<file path="src/rtl/wb_increment_driver_pkg.sv">
// Shared definitions for the Wishbone increment driver.
// Register map, control bits, FSM states and completion signature.
package wb_increment_driver_pkg;

  localparam logic [3:0] CTRL_OFF   = 4'h0;
  localparam logic [3:0] PERIOD_OFF = 4'h4;
  localparam logic [3:0] STATUS_OFF = 4'h8;

  localparam int CTRL_START = 0;
  localparam int CTRL_ABORT = 1;

  localparam logic [3:0] CHECK_SIG = 4'hA;

  typedef enum logic [1:0] {
    ST_IDLE,
    ST_COUNT,
    ST_DONE
  } state_t;

endpackage

</file>
<file path="src/rtl/increment_step_timer.sv">
// Hold-period timer for the increment driver.
// Pulses expire when the count reaches P-1, P = max(period, 1).
module increment_step_timer (
  input  logic        clk,
  input  logic        rst,
  input  logic        clr,
  input  logic        en,
  input  logic [15:0] period,
  output logic        expire
);

  logic [15:0] timer_q;
  logic [15:0] last;

  // >= lets a shortened period fire on the very next cycle
  assign last   = (period == 16'd0) ? 16'd0 : period - 16'd1;
  assign expire = en && (timer_q >= last);

  // Free-running hold counter, wraps on expire
  always_ff @(posedge clk) begin
    if (rst || clr) begin
      timer_q <= 16'd0;
    end else if (en) begin
      timer_q <= expire ? 16'd0 : timer_q + 16'd1;
    end
  end

endmodule

</file>
<file path="src/rtl/wb_increment_driver.sv">
// Wishbone slave driving a 0..F increment sequence on mprj_io.
// Raises the completion signature once the sequence finishes.
module wb_increment_driver
  import wb_increment_driver_pkg::*;
#(
  parameter logic [31:0] BASE_ADDR  = 32'h3000_0000,
  parameter logic [15:0] PERIOD_RST = 16'd100
) (
  input  logic        wb_clk_i,
  input  logic        wb_rst_i,
  input  logic        wbs_cyc_i,
  input  logic        wbs_stb_i,
  input  logic        wbs_we_i,
  input  logic [3:0]  wbs_sel_i,
  input  logic [31:0] wbs_adr_i,
  input  logic [31:0] wbs_dat_i,
  output logic        wbs_ack_o,
  output logic [31:0] wbs_dat_o,
  output logic [37:0] io_out,
  output logic [37:0] io_oeb
);

  state_t      state_q, state_d;
  logic [3:0]  count_q, count_d;
  logic [3:0]  check_q, check_d;
  logic [15:0] period_q;
  logic [31:0] rdata;
  logic        hit, req, wr, rd;
  logic [3:0]  off;
  logic        start_req, abort_req;
  logic        tmr_clr, tmr_en, expire;
  logic        unused_bits;

  assign unused_bits = ^{wbs_dat_i[31:16], wbs_sel_i[3:2]};

  assign hit = (wbs_adr_i[31:4] == BASE_ADDR[31:4]);
  assign req = wbs_cyc_i && wbs_stb_i && !wbs_ack_o && hit;
  assign wr  = req && wbs_we_i;
  assign rd  = req && !wbs_we_i;
  assign off = wbs_adr_i[3:0];

  assign start_req = wr && (off == CTRL_OFF) && wbs_sel_i[0]
                     && wbs_dat_i[CTRL_START];
  assign abort_req = wr && (off == CTRL_OFF) && wbs_sel_i[0]
                     && wbs_dat_i[CTRL_ABORT];

  assign tmr_en = (state_q == ST_COUNT);

  increment_step_timer u_timer (
    .clk    (wb_clk_i),
    .rst    (wb_rst_i),
    .clr    (tmr_clr),
    .en     (tmr_en),
    .period (period_q),
    .expire (expire)
  );

  // PERIOD register with per-lane writes
  always_ff @(posedge wb_clk_i) begin
    if (wb_rst_i) begin
      period_q <= PERIOD_RST;
    end else if (wr && (off == PERIOD_OFF)) begin
      if (wbs_sel_i[0]) period_q[7:0]  <= wbs_dat_i[7:0];
      if (wbs_sel_i[1]) period_q[15:8] <= wbs_dat_i[15:8];
    end
  end

  // Read mux for the register window
  always_comb begin
    rdata = 32'd0;
    case (off)
      PERIOD_OFF: rdata = {16'd0, period_q};
      STATUS_OFF: rdata = {20'd0, check_q, count_q, 2'b00,
                           state_q == ST_DONE,
                           state_q == ST_COUNT};
      default:    rdata = 32'd0;
    endcase
  end

  // One-cycle ack; read data only alongside ack
  always_ff @(posedge wb_clk_i) begin
    if (wb_rst_i) begin
      wbs_ack_o <= 1'b0;
      wbs_dat_o <= 32'd0;
    end else begin
      wbs_ack_o <= req;
      wbs_dat_o <= rd ? rdata : 32'd0;
    end
  end

  // Sequence FSM state and output registers
  always_ff @(posedge wb_clk_i) begin
    if (wb_rst_i) begin
      state_q <= ST_IDLE;
      count_q <= 4'd0;
      check_q <= 4'd0;
    end else begin
      state_q <= state_d;
      count_q <= count_d;
      check_q <= check_d;
    end
  end

  // Next-state logic; abort overrides everything
  always_comb begin
    state_d = state_q;
    count_d = count_q;
    check_d = check_q;
    tmr_clr = 1'b0;
    if (abort_req) begin
      state_d = ST_IDLE;
      count_d = 4'd0;
      check_d = 4'd0;
      tmr_clr = 1'b1;
    end else begin
      unique case (state_q)
        ST_IDLE, ST_DONE: begin
          if (start_req) begin
            state_d = ST_COUNT;
            count_d = 4'd0;
            check_d = 4'd0;
            tmr_clr = 1'b1;
          end
        end
        ST_COUNT: begin
          if (expire) begin
            if (count_q == 4'hF) begin
              state_d = ST_DONE;
              check_d = CHECK_SIG;
            end else begin
              count_d = count_q + 4'd1;
            end
          end
        end
        default: state_d = ST_IDLE;
      endcase
    end
  end

  assign io_out = {6'd0, check_q, 24'd0, count_q};
  assign io_oeb = ~{6'd0, 4'hF, 24'd0, 4'hF};

endmodule

</file>
<file path="config.mk">
export PLATFORM = sky130hd
export DESIGN_NAME = wb_increment_driver
export DESIGN_NICKNAME = d
export VERILOG_FILES = /design/src/rtl/wb_increment_driver_pkg.sv /design/src/rtl/increment_step_timer.sv /design/src/rtl/wb_increment_driver.sv
export SDC_FILE = /design/constraint.sdc
export NUM_CORES = 1
export LEC_CHECK = 0
export CAP_MARGIN = 25
export CORE_UTILIZATION = 42
export DETAILED_ROUTE_END_ITERATION = 6
export PLACE_DENSITY_LB_ADDON = 0.08
export SLEW_MARGIN = 30
export SYNTH_ARGS = -nofsm -noshare
export SYNTH_HDL_FRONTEND = slang
export SYNTH_HIERARCHICAL = 1
export SYNTH_SLANG_ARGS = --single-unit
export TNS_END_PERCENT = 20
</file>
<file path="constraint.sdc">
create_clock -name wb_clk_i -period 4.4 [get_ports wb_clk_i]
set_input_delay 1.1 -clock wb_clk_i [delete_from_list [all_inputs] [get_ports wb_clk_i]]
set_output_delay 1.1 -clock wb_clk_i [all_outputs]
set_load 0.01 [all_outputs]
</file>
* Word-level counts from Yosys, hierarchy flattened
Index checks and enable logic that the tools add are counted.
Storage, ports and cells: register bits 75, output and inout bits 109, word-level logic and storage cells 66
Operators by class: add/sub/neg operators 3, $lt $le $gt $ge 1, equality and inequality tests 10, muxes and demuxes 17, bitwise logic cells 1, reductions and logical operators 26
Operators by type and width (number):
- 16-bit two-way mux | 2
- 16-bit case mux with 2 select lines | 1
- 28-bit by 26-bit equality test with 1-bit output (second input constant) | 1
- 4-bit two-way mux | 5
- 16-bit by 1-bit adder with 16-bit output (second input constant) | 1
- 16-bit greater-or-equal comparator | 1
- 16-bit zero test | 1
- 4-bit case mux with 2 select lines | 2
- 16-bit by 1-bit subtractor with 16-bit output (second input constant) | 1
- 1-bit logical AND | 11
- 4-bit equality test (second input constant) | 2
- 2-bit != test (second input constant) | 4
- 4-bit AND reduction | 2
- 2-bit two-way mux | 3
- 2-bit OR reduction | 3
- 4-bit by 1-bit adder with 4-bit output (second input constant) | 1
- 4-bit by 3-bit equality test with 1-bit output (second input constant) | 1
- 4-bit zero test | 1
- 2-bit case mux with 2 select lines | 1
- 2-bit AND reduction | 2
- 1-bit two-way mux | 3
- 3-bit AND reduction | 1
- 2-bit by 1-bit equality test with 1-bit output (second input constant) | 1
- 2-bit equality test (second input constant) | 1
- other kinds (5) | 6

* Logic depth before layout (Yosys ltp)
depth in word-level cells 11, depth in mapped cells 15, mapped depth without buffers 15

* Hierarchy
Netlist, hierarchy kept.
By module, submodules not included:
- wb_increment_driver | times used 1, cells an instance 254, area each 2344.7 µm², seq. area each 800.8 µm²
- increment_step_timer | times used 1, cells an instance 185, area each 1425.1 µm², seq. area each 320.3 µm²

* Worst setup path after synthesis
No wires, ideal clock.
path type reg-to-reg, from reg period_q[4], to reg count_q[0], arrival time 3.597 ns, path slack 0.733 ns, stages on the path, launching flop included 14, path buffers 0, cell sequence dfxtp_1 nor4_1 nand3_1 or3_1 xnor2_1 nand2_1 ha_1 nand4_2 or3_1 o41a_1 a31oi_1 nand3_2 or2_2 a21oi_1
Between the ends: longest elaborated chain between the ends 6, elaborated cells on any way between the ends 7, classes of those cells 1 x add/sub; 1 x order compare; 1 x eq/ne; 1 x mux; 3 x reduce/logical
RTL lines:
- start, declared | line wb_increment_driver.sv:26 | logic [15:0] period_q;
- start signal, assigned | line wb_increment_driver.sv:63 | if (wbs_sel_i[0]) period_q[7:0] <= wbs_dat_i[7:0];
- 16-bit by 1-bit subtractor with 16-bit output or 16-bit zero test (tied branches) | line increment_step_timer.sv:16 | assign last = (period == 16'd0) ? 16'd0 : period - 16'd1;
- 16-bit two-way mux (*) | line increment_step_timer.sv:16
- 16-bit greater-or-equal comparator (*) | line increment_step_timer.sv:17 | assign expire = en && (timer_q >= last);
- 1-bit logical AND (*) | line increment_step_timer.sv:17
- net expire | line wb_increment_driver.sv:31 | logic tmr_clr, tmr_en, expire;
- 2-bit != test (no source line) (*)
- 4-bit AND reduction (no source line) (*)
- end signal, assigned | line wb_increment_driver.sv:99 | count_q <= count_d;
- end, declared | line wb_increment_driver.sv:24 | logic [3:0] count_q, count_d;
The timed path passes the listed nets; every way through them passes the cells marked *. A chain may end at the register's enable or synchronous reset.

* Worst setup path in the final report
from reg period_q[5], to reg count_q[0]
The elaborated chain is that of the path after synthesis.

==> run_results.csv <==
group,metric,value,unit
global_route,grt_max_degree,25,
placement,io_buffers,77,
clocking,postCtsHoldBufs,0,
logic_synthesis,ys_seq_area_share,29.74,%
logic_synthesis,syn-cell-area,3770,um^2
logic_synthesis,synth_flop_cell,"dfxtp_1",
clocking,post_cts_resized,0,
placement,gp_congestion,0.7667,
finish,fin_util,51.42,%
finish,syn_to_final_growth,18.95,%
finish,drive_gt1_share,6.923,%
logic_synthesis,yosysWarnings,6,
setup_path,crit_path_start_kind,"flip-flop",
logic_synthesis,async_reset_ff_share,0,%
logic_synthesis,ys_types,51,
placement,dp_cells,620,
die,die-area,9359,um^2
global_route,grt_pass1_wl,12650,um
global_route,grt_overflow_total,0,
timing,period_share,92.24,%
timing,rsz0062_at_grt,"false",
placement,dp_hpwl,6198,um
timing,tightest_slew,0.7521,ns
global_route,grt_usage,16.54,%
placement,pre_cts_ws,0.3751,ns
clocking,clk_pin_slew,0.11,ns
timing,final.setup.worst_slack,0.3414,ns
setup_path,r2r_start,"period_q[5]$_SDFFE_PP1P_",
min_path,holdPathStages,2,
clocking,clk_path_buf_depth,2,
timing,hold_violations,0,
finish,nets,612,
setup_path,rr_worst_depth,14,
logic_synthesis,ys_ff_latch,56,
drt,wl_per_cell,12.18,um
min_path,hold_path_class,"flip-flop to flip-flop",
setup_path,reg2reg_to,"count_q[0]$_SDFFE_PP0P_",
drt,detail_route.iter0.violations,96,
power,peakVddDrop,116.4,uV
clocking,cts_tree,"yes",
setup_path,cp.arrival,4.32,ns
logic_synthesis,avgSynthCellArea,8.587,um^2
setup_path,cp-end-kind,"flip-flop",
setup_path,cp_max_fo,9,
die,coreArea,8721,um^2
drt,wirelength,7652,um
power,p_leak,1.790,nW
finish,stdcell_count,628,
finish,n_fill_cell,858,
timing,max-slew-margin-rel,48.57,%
clocking,cts.sinks,56,
logic_synthesis,synth_edf_count,0,
min_path,holdPathEnd,"check_q[1]$_SDFFE_PP0P_",
clocking,root_buffer,"clkbuf_8",
die,rows,34,
clocking,clock_latency,0.32,ns
finish,n_antenna_cell,0,
drt,ant_nets,0,
setup_path,worstSetupPathType,"flip-flop to flip-flop",
die,die_y,96.74,um
timing,finalSetupViolCount,0,
drt,post_drt_via_cell_ratio,4.697,
clocking,htreeDepth,2,
min_path,hold_start,"check_q[1]$_SDFFE_PP0P_",
power,p_per_area,227.5,nW/um^2
timing,fin_crit,4.059,ns
logic_synthesis,syn_inst,439,
drt,num_vias,2950,
die,die_w,96.74,um
global_route,antenna_found_initial,0,
run,maxCapViolCount,0,
clocking,cts_made_buffers,5,
die,ioPinCount,182,
drt,post-route-drc-count,0,
global_route,first_global_vias,2654,
timing,drv_slew,0,
setup_path,ff2ff_setup_slack,0.34,ns
timing,max_freq,0.2464,GHz
timing,fin_skew,0.01546,ns
setup_path,required,4.66,ns
outcome,status,"complete, no violations",
timing,fin_setup_tns,0,ns
die,start_util,43.23,%
drt,drtPass1Iterations,4,
clocking,cts_setup_buffers,0,
## stage by stage
step           power (W)  area, um^2  hold slack, ns
4_1_cts         0.001033        4484          0.5134
3_3_place_gp   0.0006254        4347          0.4939
2_1_floorplan  0.0006237        4085          0.4624
3_5_place_dp   0.0006260        4347          0.4946
6_report        0.001020        4484          0.5132
5_1_grt         0.001063        4484          0.5349
## layout by cell type (no fill, tap or decap), drive strengths merged, types with 6 or more instances in the layout
| master | count |
|---|---|
| mux2i | 14 |
| nor2 | 52 |
| a22oi | 6 |
| nand2 | 40 |
| xnor2 | 14 |
| a21oi | 16 |
| and2 | 9 |
| nand3 | 15 |
| inv | 9 |
| buf | 8 |
| dfxtp | 56 |
| nor3 | 15 |
| conb | 86 |
| clkdlybuf4s50 | 77 |
| nor4 | 10 |
| xor2 | 12 |
| ha | 20 |
| nand4 | 10 |
## worst max-delay path by stage
stage	startpoint	endpoint	slack [ns]
2_1_floorplan	period_q[4]$_SDFFE_PP0P_	count_q[0]$_SDFFE_PP0P_	0.73
3_3_place_gp	period_q[6]$_SDFFE_PP1P_	count_q[0]$_SDFFE_PP0P_	0.42
3_5_place_dp	period_q[6]$_SDFFE_PP1P_	count_q[0]$_SDFFE_PP0P_	0.38
4_1_cts	period_q[6]$_SDFFE_PP1P_	count_q[0]$_SDFFE_PP0P_	0.34
5_1_grt	period_q[4]$_SDFFE_PP0P_	count_q[0]$_SDFFE_PP0P_	0.06
6_report	period_q[5]$_SDFFE_PP1P_	count_q[0]$_SDFFE_PP0P_	0.34
## kinds of logic after synthesis
group / share of synthesized area (%)
buf+inv: 19.48
xor+xnor: 6.041
fa+ha+maj: 6.638
flops: 29.74
compound gates: 7.467
simple gates: 26.72
mux: 3.717
other cells: 0.1992
## per-layer routing
layer	part of all wire [%]	routed length [um]	track usage [%]	vias up
met5	0	0	0	-
met4	0.59	45	3.444	0
met3	4.7	357	3.902	4
met2	49	3751	28.49	93
met1	46	3497	20.95	1358
li1	-	-	-	1495
## state kept, by name, indices dropped and copies added (netlist names)
| name | flops |
|---|---|
| period_q | 16 |
| wbs_dat_o | 16 |
| check_q | 1 |
| u_timer/timer_q | 16 |
| count_q | 4 |
| wbs_ack_o | 1 |
| state_q | 2 |
## synthesized netlist by cell type (3+ instances only)
master	instances	share of area, %
a21oi_1	15	2.0
a22oi_1	6	1.2
a31oi_1	4	0.66
and2_1	9	1.5
and3_1	3	0.50
buf_4	87	17
clkbuf_1	5	0.50
dfxtp_1	56	30
ha_1	20	6.6
inv_1	8	0.80
mux2i_1	14	3.7
nand2_1	40	4.0
nand2b_1	3	0.50
nand3_1	14	1.9
nand4_1	7	1.2
nor2_1	51	5.1
nor2b_1	5	0.83
nor3_1	14	1.9
nor4_1	3	0.50
nor4_2	4	1.3
nor4_4	3	1.7
o21ai_0	3	0.40
or3_1	3	0.50
xnor2_1	14	3.3
xor2_1	12	2.8
## report_power, final
group          internal, W    switching [W]  total, W
combinational    0.0000495        0.0000590  0.000108
clock             0.000229         0.000176  0.000405
sequential        0.000506  0.0000000000623  0.000506
total             0.000785         0.000235   0.00102
## critical path, stage by stage, from the launching register on
cell and delay, ns:
dfxtp_1 0.37, nor4_1 0.46, buf_4 0.21, and3_1 0.21, nor2b_1 0.17, xor2_1 0.18
nand2_1 0.07, ha_1 0.29, nand2_1 0.08, or3_1 0.41, o41a_1 0.46, a31oi_1 0.37
nand3_2 0.25, or2_2 0.34, a21oi_1 0.13
## final cells by class
class,count,area [um^2],area share [%]
Multi-Input combinational cell,363,2230,49.72
Tap cell,108,135.1,3.013
Sequential cell,56,1121,25.00
Inverter,8,30.03,0.6696
Clock buffer,5,68.82,1.535
Clock inverter,3,68.82,1.535
Timing Repair Buffer,85,830.8,18.53
Note: power is estimated with default switching activity, not from simulation.
